## src/rtl/apb_stream_uart_fifo.sv

```systemverilog
// APB UART with TX/RX byte FIFOs bridging byte streams to a serial line.
// Optional internal TX->RX loopback (CTRL.LOOP) when UART_LOOPBACK_EN is defined.

module apb_stream_uart_fifo_buf #(
    parameter int DEPTH = 16,
    parameter int W     = 8
) (
    input  logic                    clk,
    input  logic                    rst,
    input  logic                    push,
    input  logic [W-1:0]            wdata,
    input  logic                    pop,
    output logic [W-1:0]            rdata,
    output logic                    full,
    output logic                    empty,
    output logic [$clog2(DEPTH):0]  count
);
    localparam int AW = $clog2(DEPTH);

    logic [W-1:0] mem [DEPTH];
    logic [AW:0]  wptr, rptr;
    logic         do_push, do_pop;

    assign empty   = (wptr == rptr);
    assign full    = (wptr[AW] != rptr[AW]) && (wptr[AW-1:0] == rptr[AW-1:0]);
    assign do_pop  = pop & ~empty;
    // A full FIFO still takes a push when the head leaves in the same cycle.
    assign do_push = push & (~full | do_pop);
    assign count   = wptr - rptr;
    assign rdata   = mem[rptr[AW-1:0]];

    always_ff @(posedge clk) begin
        if (rst) begin
            wptr <= '0;
            rptr <= '0;
        end else begin
            if (do_push) wptr <= wptr + 1'b1;
            if (do_pop)  rptr <= rptr + 1'b1;
        end
    end

    always_ff @(posedge clk) begin
        if (do_push) mem[wptr[AW-1:0]] <= wdata;
    end
endmodule

module apb_stream_uart_fifo #(
    parameter int                   FIFO_DEPTH  = 16,
    parameter int                   DIV_WIDTH   = 16,
    parameter logic [DIV_WIDTH-1:0] DEFAULT_DIV = 16'd433
) (
    input  logic        PCLK,
    input  logic        PRESET,
    input  logic        PSEL,
    input  logic        PENABLE,
    input  logic        PWRITE,
    input  logic [11:0] PADDR,
    input  logic [31:0] PWDATA,
    input  logic [3:0]  PSTRB,
    output logic [31:0] PRDATA,
    output logic        PREADY,
    output logic        PSLVERR,
    input  logic        tx_tvalid,
    output logic        tx_tready,
    input  logic [7:0]  tx_tdata,
    output logic        rx_tvalid,
    input  logic        rx_tready,
    output logic [7:0]  rx_tdata,
    output logic        UART_TX,
    input  logic        UART_RX,
    output logic        intr
);
    localparam int CW = $clog2(FIFO_DEPTH) + 1;
    localparam logic [11:0] A_CTRL = 12'h000, A_BAUD = 12'h004, A_STAT = 12'h008,
                            A_DATA = 12'h00C, A_LEVEL = 12'h010;
`ifdef UART_LOOPBACK_EN
    localparam logic [10:0] CTRL_MASK = 11'h77F;
`else
    localparam logic [10:0] CTRL_MASK = 11'h73F;
`endif

    typedef enum logic [2:0] {T_IDLE, T_START, T_DATA, T_PAR, T_STOP1, T_STOP2} tx_state_t;
    typedef enum logic [2:0] {R_IDLE, R_START, R_DATA, R_PAR, R_STOP} rx_state_t;

    logic [10:0]          ctrl_q;
    logic [DIV_WIDTH-1:0] div;
    logic                 perr, ferr, ovr;
    logic                 en, tx_src, rx_dst, par_en, par_odd, stop2;

    assign en      = ctrl_q[0];
    assign tx_src  = ctrl_q[1];
    assign rx_dst  = ctrl_q[2];
    assign par_en  = ^ctrl_q[4:3];
    assign par_odd = ctrl_q[4];
    assign stop2   = ctrl_q[5];

    // FIFOs
    logic          tx_push, tx_pop, tx_full, tx_empty;
    logic          rx_push, rx_pop, rx_full, rx_empty;
    logic [7:0]    tx_wdata, tx_head, rx_head, rx_sh;
    logic [CW-1:0] tx_cnt, rx_cnt;

    apb_stream_uart_fifo_buf #(.DEPTH(FIFO_DEPTH), .W(8)) u_tx_fifo (
        .clk(PCLK), .rst(PRESET), .push(tx_push), .wdata(tx_wdata), .pop(tx_pop),
        .rdata(tx_head), .full(tx_full), .empty(tx_empty), .count(tx_cnt));

    apb_stream_uart_fifo_buf #(.DEPTH(FIFO_DEPTH), .W(8)) u_rx_fifo (
        .clk(PCLK), .rst(PRESET), .push(rx_push), .wdata(rx_sh), .pop(rx_pop),
        .rdata(rx_head), .full(rx_full), .empty(rx_empty), .count(rx_cnt));

    // APB decode
    logic        access, apb_wr, data_push_apb, data_pop_apb, stat_wr;
    logic [31:0] prdata_c;
    logic        slverr_c;
    logic        tx_busy;

    assign access        = PSEL & PENABLE;
    assign apb_wr        = access & PWRITE;
    assign stat_wr       = apb_wr && (PADDR == A_STAT);
    assign data_push_apb = apb_wr && (PADDR == A_DATA) && PSTRB[0] && tx_src && !tx_full;
    assign data_pop_apb  = access && !PWRITE && (PADDR == A_DATA) && rx_dst && !rx_empty;

    always_comb begin
        prdata_c = '0;
        slverr_c = 1'b0;
        if (access) begin
            case (PADDR)
                A_CTRL:  prdata_c = {21'd0, ctrl_q};
                A_BAUD:  prdata_c = 32'(div);
                A_STAT:  prdata_c = {21'd0, ovr, ferr, perr, 3'd0,
                                     tx_busy, rx_empty, rx_full, tx_empty, tx_full};
                A_DATA: begin
                    if (PWRITE)                  slverr_c = tx_full | ~tx_src;
                    else if (rx_empty | ~rx_dst) slverr_c = 1'b1;
                    else                         prdata_c = {24'd0, rx_head};
                end
                A_LEVEL: prdata_c = {16'(rx_cnt), 16'(tx_cnt)};
                default: slverr_c = 1'b1;
            endcase
            if (PWRITE) prdata_c = '0;
        end
    end

    assign PRDATA  = prdata_c;
    assign PSLVERR = slverr_c;
    assign PREADY  = 1'b1;

    // Stream side
    assign tx_tready = en & ~tx_src & ~tx_full;
    assign tx_push   = tx_src ? data_push_apb : (tx_tvalid & tx_tready);
    assign tx_wdata  = tx_src ? PWDATA[7:0] : tx_tdata;
    assign rx_tvalid = ~rx_dst & ~rx_empty;
    assign rx_tdata  = rx_tvalid ? rx_head : 8'd0;
    assign rx_pop    = rx_dst ? data_pop_apb : (rx_tvalid & rx_tready);

    // Transmitter
    tx_state_t            tx_state, tx_state_n;
    logic [DIV_WIDTH-1:0] tx_bcnt, tx_bcnt_n;
    logic [7:0]           tx_sh, tx_sh_n;
    logic [2:0]           tx_bit, tx_bit_n;
    logic                 tx_par, tx_par_n, tx_line, txd_q, tx_go, tx_tick;

    assign tx_go   = en & ~tx_empty;
    assign tx_tick = (tx_bcnt >= div);
    assign tx_busy = (tx_state != T_IDLE);

    always_comb begin
        tx_state_n = tx_state;
        tx_bcnt_n  = tx_tick ? '0 : tx_bcnt + 1'b1;
        tx_sh_n    = tx_sh;
        tx_bit_n   = tx_bit;
        tx_par_n   = tx_par;
        tx_pop     = 1'b0;
        tx_line    = 1'b1;
        case (tx_state)
            T_IDLE: tx_bcnt_n = '0;
            T_START: begin
                tx_line = 1'b0;
                if (tx_tick) begin
                    tx_state_n = T_DATA;
                    tx_bit_n   = '0;
                end
            end
            T_DATA: begin
                tx_line = tx_sh[0];
                if (tx_tick) begin
                    tx_sh_n  = tx_sh >> 1;
                    tx_bit_n = tx_bit + 1'b1;
                    if (tx_bit == 3'd7) tx_state_n = par_en ? T_PAR : T_STOP1;
                end
            end
            T_PAR: begin
                tx_line = tx_par;
                if (tx_tick) tx_state_n = T_STOP1;
            end
            T_STOP1: if (tx_tick) tx_state_n = stop2 ? T_STOP2 : T_IDLE;
            T_STOP2: if (tx_tick) tx_state_n = T_IDLE;
            default: tx_state_n = T_IDLE;
        endcase
        // Next frame loads straight out of the last stop bit, no idle gap.
        if (tx_go && (tx_state == T_IDLE || tx_state_n == T_IDLE && tx_tick)) begin
            tx_pop     = 1'b1;
            tx_sh_n    = tx_head;
            tx_par_n   = ^tx_head ^ par_odd;
            tx_state_n = T_START;
            tx_bcnt_n  = '0;
        end
    end

    always_ff @(posedge PCLK) begin
        if (PRESET) begin
            tx_state <= T_IDLE;
            tx_bcnt  <= '0;
            tx_sh    <= '0;
            tx_bit   <= '0;
            tx_par   <= 1'b0;
            txd_q    <= 1'b1;
        end else begin
            tx_state <= tx_state_n;
            tx_bcnt  <= tx_bcnt_n;
            tx_sh    <= tx_sh_n;
            tx_bit   <= tx_bit_n;
            tx_par   <= tx_par_n;
            txd_q    <= tx_line;
        end
    end

    // Receiver
    rx_state_t            rx_state, rx_state_n;
    logic [DIV_WIDTH-1:0] rx_bcnt, rx_bcnt_n;
    logic [7:0]           rx_sh_n;
    logic [2:0]           rx_bit, rx_bit_n;
    logic                 rx_pe, rx_pe_n, rx_s1, rx_s2, rxd, rxd_prev, rx_tick;
    logic                 perr_set, ferr_set, ovr_set;

`ifdef UART_LOOPBACK_EN
    assign rxd     = ctrl_q[6] ? txd_q : rx_s2;
    assign UART_TX = ctrl_q[6] ? 1'b1 : txd_q;
`else
    assign rxd     = rx_s2;
    assign UART_TX = txd_q;
`endif

    assign rx_tick = (rx_bcnt >= div);
    assign ovr_set = rx_push & rx_full & ~rx_pop;

    always_comb begin
        rx_state_n = rx_state;
        rx_bcnt_n  = rx_bcnt + 1'b1;
        rx_sh_n    = rx_sh;
        rx_bit_n   = rx_bit;
        rx_pe_n    = rx_pe;
        rx_push    = 1'b0;
        perr_set   = 1'b0;
        ferr_set   = 1'b0;
        case (rx_state)
            R_IDLE: begin
                rx_bcnt_n = '0;
                if (rxd_prev && !rxd) rx_state_n = R_START;
            end
            R_START: if (rx_bcnt >= (div >> 1)) begin
                rx_bcnt_n  = '0;
                rx_state_n = rxd ? R_IDLE : R_DATA;
                rx_bit_n   = '0;
                rx_pe_n    = 1'b0;
            end
            R_DATA: if (rx_tick) begin
                rx_bcnt_n = '0;
                rx_sh_n   = {rxd, rx_sh[7:1]};
                rx_bit_n  = rx_bit + 1'b1;
                if (rx_bit == 3'd7) rx_state_n = par_en ? R_PAR : R_STOP;
            end
            R_PAR: if (rx_tick) begin
                rx_bcnt_n  = '0;
                rx_pe_n    = rxd ^ (^rx_sh) ^ par_odd;
                rx_state_n = R_STOP;
            end
            R_STOP: if (rx_tick) begin
                rx_state_n = R_IDLE;
                if (!rxd)       ferr_set = 1'b1;
                else if (rx_pe) perr_set = 1'b1;
                else            rx_push  = 1'b1;
            end
            default: rx_state_n = R_IDLE;
        endcase
        if (!en) begin
            rx_state_n = R_IDLE;
            rx_bcnt_n  = '0;
            rx_push    = 1'b0;
            perr_set   = 1'b0;
            ferr_set   = 1'b0;
        end
    end

    always_ff @(posedge PCLK) begin
        if (PRESET) begin
            rx_state <= R_IDLE;
            rx_bcnt  <= '0;
            rx_sh    <= '0;
            rx_bit   <= '0;
            rx_pe    <= 1'b0;
            rx_s1    <= 1'b1;
            rx_s2    <= 1'b1;
            rxd_prev <= 1'b1;
        end else begin
            rx_state <= rx_state_n;
            rx_bcnt  <= rx_bcnt_n;
            rx_sh    <= rx_sh_n;
            rx_bit   <= rx_bit_n;
            rx_pe    <= rx_pe_n;
            rx_s1    <= UART_RX;
            rx_s2    <= rx_s1;
            rxd_prev <= rxd;
        end
    end

    // Control/status registers; a new error wins over a same-cycle W1C.
    always_ff @(posedge PCLK) begin
        if (PRESET) begin
            ctrl_q <= '0;
            div    <= DEFAULT_DIV;
            perr   <= 1'b0;
            ferr   <= 1'b0;
            ovr    <= 1'b0;
            intr   <= 1'b0;
        end else begin
            if (apb_wr && PADDR == A_CTRL) ctrl_q <= PWDATA[10:0] & CTRL_MASK;
            if (apb_wr && PADDR == A_BAUD)
                div <= (PWDATA[DIV_WIDTH-1:0] < DIV_WIDTH'(3)) ? DIV_WIDTH'(3)
                                                                : PWDATA[DIV_WIDTH-1:0];
            perr <= perr_set | (perr & ~(stat_wr & PWDATA[8]));
            ferr <= ferr_set | (ferr & ~(stat_wr & PWDATA[9]));
            ovr  <= ovr_set  | (ovr  & ~(stat_wr & PWDATA[10]));
            intr <= (ctrl_q[8] & ~rx_empty) | (ctrl_q[9] & tx_empty) |
                    (ctrl_q[10] & (perr | ferr | ovr));
        end
    end

    logic unused_inputs;
    assign unused_inputs = ^{PWDATA[31:DIV_WIDTH], PSTRB[3:1]};
endmodule

```

## config.mk

```make
export PLATFORM = sky130hd
export DESIGN_NAME = apb_stream_uart_fifo
export DESIGN_NICKNAME = d
export VERILOG_FILES = /design/src/rtl/apb_stream_uart_fifo.sv
export SDC_FILE = /design/constraint.sdc
export NUM_CORES = 1
export LEC_CHECK = 0
export BUFFER_PORTS_ARGS = -buffer_cell sky130_fd_sc_hd__buf_4
export CORE_ASPECT_RATIO = 1.75
export CORE_MARGIN = 8
export CORE_UTILIZATION = 41
export CTS_CLUSTER_SIZE = 16
export DETAILED_ROUTE_END_ITERATION = 7
export HOLD_SLACK_MARGIN = 0.06
export SYNTH_ARGS = -nofsm -noshare
export SYNTH_HDL_FRONTEND = slang
export SYNTH_HIERARCHICAL = 1
export SYNTH_SLANG_ARGS = --single-unit
```

## constraint.sdc

```tcl
create_clock -name PCLK -period 8 [get_ports PCLK]
set_input_delay 0.8 -clock PCLK [delete_from_list [all_inputs] [get_ports PCLK]]
set_output_delay 0.8 -clock PCLK [all_outputs]
set_load 0.02 [all_outputs]
```

==> PnR_summary.wiki, run 1 <==
{| class="wikitable"
! Metric !! Value
|-
| Outcome || completed
|-
| Drc violations || 0
|-
| Initial antenna violation count || 2
|-
| Gr usage total || 0.178
|-
| Detailed router's first-iteration violation count || 699
|-
| Part of the Yosys area used for sequential elements || 0.585
|-
| Maximum number of pins on one net before global-route repair || 45
|-
| Placer congestion estimate || 0.843
|-
| Number of maximum-capacitance constraint violations || 0
|-
| Library cell occupying the most area in the post-synthesis netlist || edfxtp_1
|-
| Worst vdd rail ir drop || 0.000158 V
|-
| Vias per cell || 5.44
|-
| Worst-skew pair later-pin latency || 0.55 ns
|-
| Final worst path period share || 0.560
|-
| Leakage power || 0.00689 uW
|-
| Std cell rows || 99
|-
| Arrival time reported for the critical path endpoint || 4.64 ns
|-
| TritonCTS Sinks || 379
|-
| Largest cells by area after synthesis || edfxtp_1 44%, dfxtp_1 14%, mux4_2 8.3%, ha_1 5.1%, nor2_1 3.1%
|-
| FF+latch count, synth || 379
|-
| Clk_skew || 0.0308 ns
|-
| Setup Buffers After CTS || 0
|-
| Overall overflow remaining after global route || 0
|-
| Largest buffer count on any clock path || 3
|-
| Number of optimization iterations in the first detailed-route pass || 5
|-
| Cell count of the worst reg-to-reg path || 11
|-
| Async set or reset register ratio after synthesis || 0
|-
| Worst reg2reg endpoint || u_tx_fifo/mem[9][1]
|-
| Slew at the pin with the worst max-slew slack || 0.947 ns
|-
| Synthesized area || 0.0173 sq mm
|-
| Sequential cell fraction of total power || 0.530
|-
| Reg2Reg Setup Slack || 3.52 ns
|-
| Most frequent standard cell in the layout excluding fill and tap cells || edfxtp_1
|-
| Proportion of layout cells with a drive suffix above 1 || 0.184
|-
| Cell area reported after detailed placement || 0.0184 sq mm
|-
| Internal Power || 3130 uW
|-
| Number of standard cells in the layout, taps in and fillers out || 1,970
|-
| CP max FO || 11
|-
| Critical path startpoint || u_tx_fifo/wptr[0]
|-
| Portion of total power attributed to the clock network || 0.454
|-
| Critical Path Sink || u_tx_fifo/mem[9][1]
|-
| Number of enable flip-flop cells after synthesis || 256
|-
| Synthesized netlist cell count || 1,313
|-
| Compound-cell area share of the yosys netlist || 0.0802
|-
| Starting density of the core || 0.415
|-
| Min Clock Period, post-route || 4.48 ns
|-
| Global-route wire length before repair || 66,200 microns
|-
| Die X || 171 microns
|-
| Portion of synthesized cell area occupied by the leading cell type || 0.443
|-
| Total via count after detailed routing || 10.7k
|-
| Area delta synth->final || 13.3%
|-
| Floorplan core area || 0.0417 sq mm
|-
| Dpl cells || 1,904
|-
| Utilization of the core after routing || 0.471
|-
| Startpoint class of the critical path || flip-flop
|-
| Hold crit path type || flip-flop to flip-flop
|-
| Setup repair after global routing missed its margin || false
|-
| TritonCTS Buffers || 36
|-
| Remaining max-slew budget at the tightest pin || 0.364
|-
| Yosys Warn Count || 6
|-
| Vias in the first global route || 11.3k
|-
| H-tree depth || 2
|-
| Worst Setup End Kind || flip-flop
|-
| Commonest non-fill, non-tap cells in the layout || 256 x edfxtp_1, 144 x nor2_1, 120 x dfxtp_1, 91 x buf_4, 89 x nand2_1
|-
| Final hold vios || 0
|-
| Switching power share of the total || 0.201
|-
| Diode insertion count for antenna repair || 0
|-
| Share of the synthesized netlist area taken by xor and xnor gates || 0.0366
|-
| Mean Syn Cell Area || 13.2 sq um
|-
| Total count of max-transition violations in the final report || 0
|-
| Cts hold-fix bufs || 0
|-
| Setup TNS || 0 ns
|-
| Wirelength, routed || 43,400 microns
|-
| Per-cell routed wire length || 22.0 microns
|-
| Area share of and/or/nand/nor cells after synthesis || 0.116
|-
| Filler Cells Inserted || 3,703
|-
| Power dissipated by switching net loads || 788 uW
|-
| Combinational cell fraction of total power || 0.016
|-
| Adder and majority gate portion of the synthesized area || 0.0535
|-
| Count of unique library cells instantiated by Yosys || 80
|-
| Worst reg2reg path startpoint || u_tx_fifo/wptr[0]
|-
| Proportion of synthesized area in mux cells || 0.0993
|-
| Chip Height || 288 microns
|-
| Full die area || 0.0494 sq mm
|-
| Clock tree from TritonCTS || done
|-
| Number of ports placed on the die boundary || 110
|-
| Post-detail-place hpwl || 31,800 microns
|-
| Worst path required time || 8.16 ns
|-
| Clock-pin slew of the registers on the worst-case setup and hold paths || 0.06 ns
|-
| Layout net count || 1,524
|-
| Antenna violation net count after detailed routing || 0
|-
| Pwr Density || 199 mW/mm^2
|-
| Crit Path Category || flip-flop to flip-flop
|-
| Post-route cell area || 0.0197 sq mm
|-
| Dominant combinational cell family by area after synthesis || simple AND/OR/NAND/NOR gates
|-
| Synth Flop Type || edfxtp_1
|-
| Final setup violation count || 0
|-
| Buffer cell driving the clock tree root || clkbuf_16
|-
| Post-CTS resize count || 0
|-
| IO buf count || 78
|-
| Maximum clock rate || 223 MHz
|}
-- critical path: stages, from the launching register on --
cell      delay [ns]
dfxtp_1         0.43
inv_1           0.12
ha_1            0.33
nand4_1         0.34
nor2_1          0.21
nor2b_1         0.28
o211a_1         0.39
a21boi_1        0.29
inv_1           0.44
o31a_1          0.33
nand2_1         0.18
nor2_1          0.76
-- synth_stat cells, drive strengths merged, types with 19 or more instances --
master and count:
a21o 19, a21oi 57, a22oi 41, buf 38, clkbuf 27, dfxtp 123
edfxtp 256, ha 71, inv 41, mux2i 19, mux4 64, nand2 91
nand3 42, nor2 144, o21ai 22, xnor2 35, xor2 34
-- kinds of logic (layout without fill, tap and decap cells) --
logic type | count (synthesis) | after routing
XOR/XNOR | 69 | 69
multiplexers | 91 | 91
adder cells (fa/ha/maj) | 73 | 73
flip-flops | 379 | 379
AO/OA/AOI/OAI | 191 | 191
buffers and inverters | 106 | 198
AND/OR/NAND/NOR | 402 | 402
other | 2 | 12
-- stage by stage --
step	hold WS, ns	setup WS, ns	power (uW)
global route	0.424	3.16	4040
detailed placement	0.403	3.46	2180
CTS	0.417	3.45	3960
floorplan	0.389	4.53	2150
global placement	0.396	3.53	2180
finish	0.413	3.52	3920
-- worst min path at each step --
| stage | cells past startpoint | end | from |
|---|---|---|---|
| floorplan | 1 | rx_s2 | rx_s1 |
| global placement | 1 | rx_s2 | rx_s1 |
| CTS | 1 | rx_s2 | rx_s1 |
| finish | 1 | rx_s2 | rx_s1 |
| detailed placement | 1 | rx_s2 | rx_s1 |
| global route | 1 | rx_s2 | rx_s1 |
-- power by group through the flow --
stage	combinational, uW	sequential, uW	clock (uW)
floorplan	30.8	2120	0
global placement	60.4	2120	0
detailed placement	61.7	2120	0
CTS	61.7	2080	1830
global route	65.9	2070	1890
finish	61.6	2080	1780
-- metal layers --
| metal | share of wire | vias to the layer above | GRT usage |
|---|---|---|---|
| met3 | 0.046 | 99 | 0.0276 |
| met1 | 0.36 | 5286 | 0.187 |
| met4 | 0.059 | 4 | 0.106 |
| li1 | - | 5033 | - |
| met5 | 0.00062 | - | 0 |
| met2 | 0.54 | 292 | 0.328 |
-- flip-flops by register name, indices dropped and copies added, names as in the netlist, 3 cells and up, named ones only --
signal and flops:
tx_state 3, rx_bcnt 16, u_tx_fifo/mem 128, rx_sh 8, u_rx_fifo/rptr 5, rx_bit 3
tx_bcnt 16, u_tx_fifo/rptr 5, u_tx_fifo/wptr 5, tx_sh 8, u_rx_fifo/mem 128, div 16
u_rx_fifo/wptr 5, rx_state 3, ctrl_q 9, tx_bit 3
-- layout make-up --
cell class	instances	area (sq um)	share of cell area
sequential	379	10200	0.517
multi-input combinational	838	6730	0.342
clock buffer	46	1010	0.0514
tap	555	694	0.0353
timing repair buffer	91	683	0.0348
clock inverter	20	225	0.0115
inverter	41	154	0.00783
(Power assumes the default switching activity.)
==> inputs of run 2 (changes only) <==
==> constraint.sdc (replaced) <==
create_clock -name PCLK -period 4.64 [get_ports PCLK]
set_input_delay 0.464 -clock PCLK [delete_from_list [all_inputs] [get_ports PCLK]]
set_output_delay 0.464 -clock PCLK [all_outputs]
set_load 0.02 [all_outputs]
==> PnR_summary.wiki, run 2 (synthesis results as in run 1) <==
{| class="wikitable"
! Metric !! Value
|-
| Outcome || completed
|-
| Smallest hold slack || 0.123 ns (-0.289 ns)
|-
| Total count of max-transition violations in the final report || 0 (unchanged)
|-
| Largest buffer count on any clock path || 3 (unchanged)
|-
| Cts hold-fix bufs || 0 (unchanged)
|-
| Wirelength, routed || 43,800 microns (+0.92%)
|-
| Total Power || 6820 uW (+74%)
|-
| Vias per cell || 5.48 (+0.75%)
|-
| H-tree depth || 2 (unchanged)
|-
| Dpl cells || 1,924 (+1.1%)
|-
| Area delta synth->final || 14.3%
|-
| Worst reg2reg path startpoint || u_rx_fifo/wptr[2]
|-
| Switching power share of the total || 0.201 (about the same)
|-
| Met2 track demand over resource in global routing || 0.341 (+0.0135)
|-
| Combined buffer and inverter count along the critical path || 1 (-1)
|-
| Worst vdd rail ir drop || 0.000210 V (+33%)
|-
| Leakage power || 0.00701 uW (+1.8%)
|-
| Critical-path top delay cell || nor2_1
|-
| Clk_skew || 0.0274 ns (-0.00338 ns)
|-
| Maximum clock rate || 255 MHz (+14%)
|-
| Detailed router's first-iteration violation count || 705 (+0.86%)
|-
| Chip Height || 288 microns (unchanged)
|-
| Per-cell routed wire length || 22.0 microns (about the same)
|-
| Met1 global-route usage || 0.187 (about the same)
|-
| Worst hold path cell count || 2 (+1)
|-
| Number of ports placed on the die boundary || 110 (unchanged)
|-
| Setup slack at placement || 0.794 ns (-2.67 ns)
|-
| Floorplan core area || 0.0417 sq mm (unchanged)
|-
| Antenna violation net count after detailed routing || 0 (unchanged)
|-
| Starting density of the core || 0.415 (unchanged)
|-
| Pwr Density || 344 mW/mm^2 (+73%)
|-
| Critical path startpoint || u_rx_fifo/wptr[2]
|-
| Hold_sp || UART_RX
|-
| Buffer cell driving the clock tree root || clkbuf_16
|-
| Startpoint class of the critical path || flip-flop
|-
| Drc violations || 0 (unchanged)
|-
| Setup Buffers After CTS || 0 (unchanged)
|-
| Global-route wire length before repair || 66,100 microns (about the same)
|-
| Slew at the pin with the worst max-slew slack || 0.920 ns (-0.0268 ns)
|-
| Number of maximum-capacitance constraint violations || 0 (unchanged)
|-
| Hold worst-path end || rx_s1
|-
| Series of cell instances along the critical path || ha_1 -> nand4_1 -> buf_4 -> nor2_1 -> nor2_1 -> a22o_1 -> o31a_1 -> nand2_1 -> nor2_1
|-
| Sequential cell fraction of total power || 0.525 (-0.005)
|-
| Gr usage total || 0.179 (+0.00134)
|-
| CP max FO || 10 (-1)
|-
| Min Clock Period, post-route || 3.92 ns (-0.555 ns)
|-
| Layout net count || 1,544 (+1.3%)
|-
| Setup TNS || 0 ns (unchanged)
|-
| Total via count after detailed routing || 10.9k (+1.7%)
|-
| Remaining max-slew budget at the tightest pin || 0.385 (+0.0210)
|-
| Hold crit path type || primary input to flip-flop
|-
| GRT Max-Usage Layer || met2
|-
| Most Frequent Cell on Critical Path || nor2_1
|-
| Worst Setup End Kind || flip-flop
|-
| Clock-pin slew of the registers on the worst-case setup and hold paths || 0.07 ns (about the same)
|-
| Crit Path Category || flip-flop to flip-flop
|-
| Arrival time reported for the critical path endpoint || 4.08 ns (-0.56 ns)
|-
| Reg2Reg Setup Slack || 0.72 ns (-2.81 ns)
|-
| Power dissipated by switching net loads || 1370 uW (+74%)
|-
| Maximum number of pins on one net before global-route repair || 48 (+6.7%)
|-
| Clock tree from TritonCTS || done
|-
| Full die area || 0.0494 sq mm (unchanged)
|-
| Std cell rows || 99 (unchanged)
|-
| Number of optimization iterations in the first detailed-route pass || 6 (+1)
|-
| Initial antenna violation count || 2 (unchanged)
|-
| Final worst path period share || 0.846 (+0.286)
|-
| Final hold vios || 0 (unchanged)
|-
| Combinational cell fraction of total power || 0.016 (about the same)
|-
| Most frequent standard cell in the layout excluding fill and tap cells || edfxtp_1
|-
| Overall overflow remaining after global route || 0 (unchanged)
|-
| Cell count of the worst reg-to-reg path || 9 (-2)
|-
| Number of standard cells in the layout, taps in and fillers out || 1,989 (+0.96%)
|-
| Die X || 171 microns (unchanged)
|-
| Setup repair after global routing missed its margin || false
|-
| Diode insertion count for antenna repair || 0 (unchanged)
|-
| TritonCTS Sinks || 379 (unchanged)
|-
| Worst path required time || 4.80 ns (-3.36 ns)
|-
| Internal Power || 5450 uW (+74%)
|-
| Portion of total power attributed to the clock network || 0.460 (+0.006)
|-
| Worst-skew pair later-pin latency || 0.55 ns (about the same)
|-
| Crit path max-delay family || simple AND/OR/NAND/NOR gates
|-
| Post-CTS resize count || 0 (unchanged)
|-
| Post-detail-place hpwl || 32,400 microns (+1.7%)
|-
| Commonest non-fill, non-tap cells in the layout || 256 x edfxtp_1, 144 x nor2_1, 120 x dfxtp_1, 111 x buf_4, 89 x nand2_1
|-
| TritonCTS Buffers || 36 (unchanged)
|-
| Proportion of layout cells with a drive suffix above 1 || 0.195 (+0.0108)
|-
| Biggest cell delay along the critical path || 0.68 ns (-0.08 ns)
|-
| Worst reg2reg endpoint || u_rx_fifo/mem[4][5]
|-
| Vias in the first global route || 11.2k (-1.1%)
|-
| Final setup violation count || 0 (unchanged)
|-
| Worst path setup slack after routing || 0.717 ns (-2.81 ns)
|-
| Placer congestion estimate || 0.882 (+4.6%)
|-
| Global Route met3 Usage || 0.0251 (-0.00247)
|-
| IO buf count || 78 (unchanged)
|}
[run 2: changes by cell type in the layout (fill, tap and decap cells not counted)]
cell        previous run  this run
clkbuf_1               5         3
clkbuf_8               3         1
clkinv_1               2         4
buf_4                 91       111
clkinv_2               5         4
clkinvlp_4             4         3
clkbuf_16             38        39
bufinv_16              4         5
inv_6                  3         4
[run 2: how the worst max path moves through the flow]
stage | end | slack [ns] | cells past startpoint
3_3_place_gp | u_rx_fifo/mem[6][5] | 0.80 | 9
5_1_grt | u_rx_fifo/mem[4][5] | 0.52 | 9
2_1_floorplan | u_rx_fifo/mem[0][0] | 1.18 | 9
3_5_place_dp | u_rx_fifo/mem[4][5] | 0.79 | 9
4_1_cts | u_rx_fifo/mem[14][5] | 0.75 | 9
6_report | u_rx_fifo/mem[4][5] | 0.72 | 9
[run 2: worst reg2reg max path: stages (launching register included)]
cell     delay (ns)
dfxtp_1        0.59
ha_1           0.36
nand4_1        0.11
buf_4          0.18
nor2_1         0.14
nor2_1         0.54
a22o_1         0.43
o31a_1         0.32
nand2_1        0.19
nor2_1         0.68
[run 2: metrics by stage]
| stage | utilization | cell area, sq um |
|---|---|---|
| global route | 0.475 | 19800 |
| detailed placement | 0.445 | 18600 |
| finish | 0.475 | 19800 |
| global placement | 0.445 | 18600 |
| floorplan | - | 17400 |
| CTS | 0.475 | 19800 |
[run 2: per-layer routing]
layer	up-vias	part of all wire
met5	-	0.00062
met4	4	0.049
met3	90	0.041
met2	264	0.55
met1	5465	0.36
li1	5075	-
[run 2: power by group through the flow]
stage	combinational [uW]	sequential [uW]	clock (uW)
5_1_grt	114	3580	3320
4_1_cts	107	3580	3210
3_5_place_dp	106	3650	0
2_1_floorplan	53.0	3650	0
6_report	106	3580	3140
3_3_place_gp	105	3650	0
[run 2: layout make-up]
| type | count | area, sq um |
|---|---|---|
| multi-input combinational | 838 | 6730 |
| inverter | 41 | 154 |
| timing repair buffer | 111 | 833 |
| fill | 3737 | 21900 |
| clock buffer | 43 | 1000 |
| tap | 555 | 694 |
| sequential | 379 | 10200 |
| clock inverter | 22 | 259 |
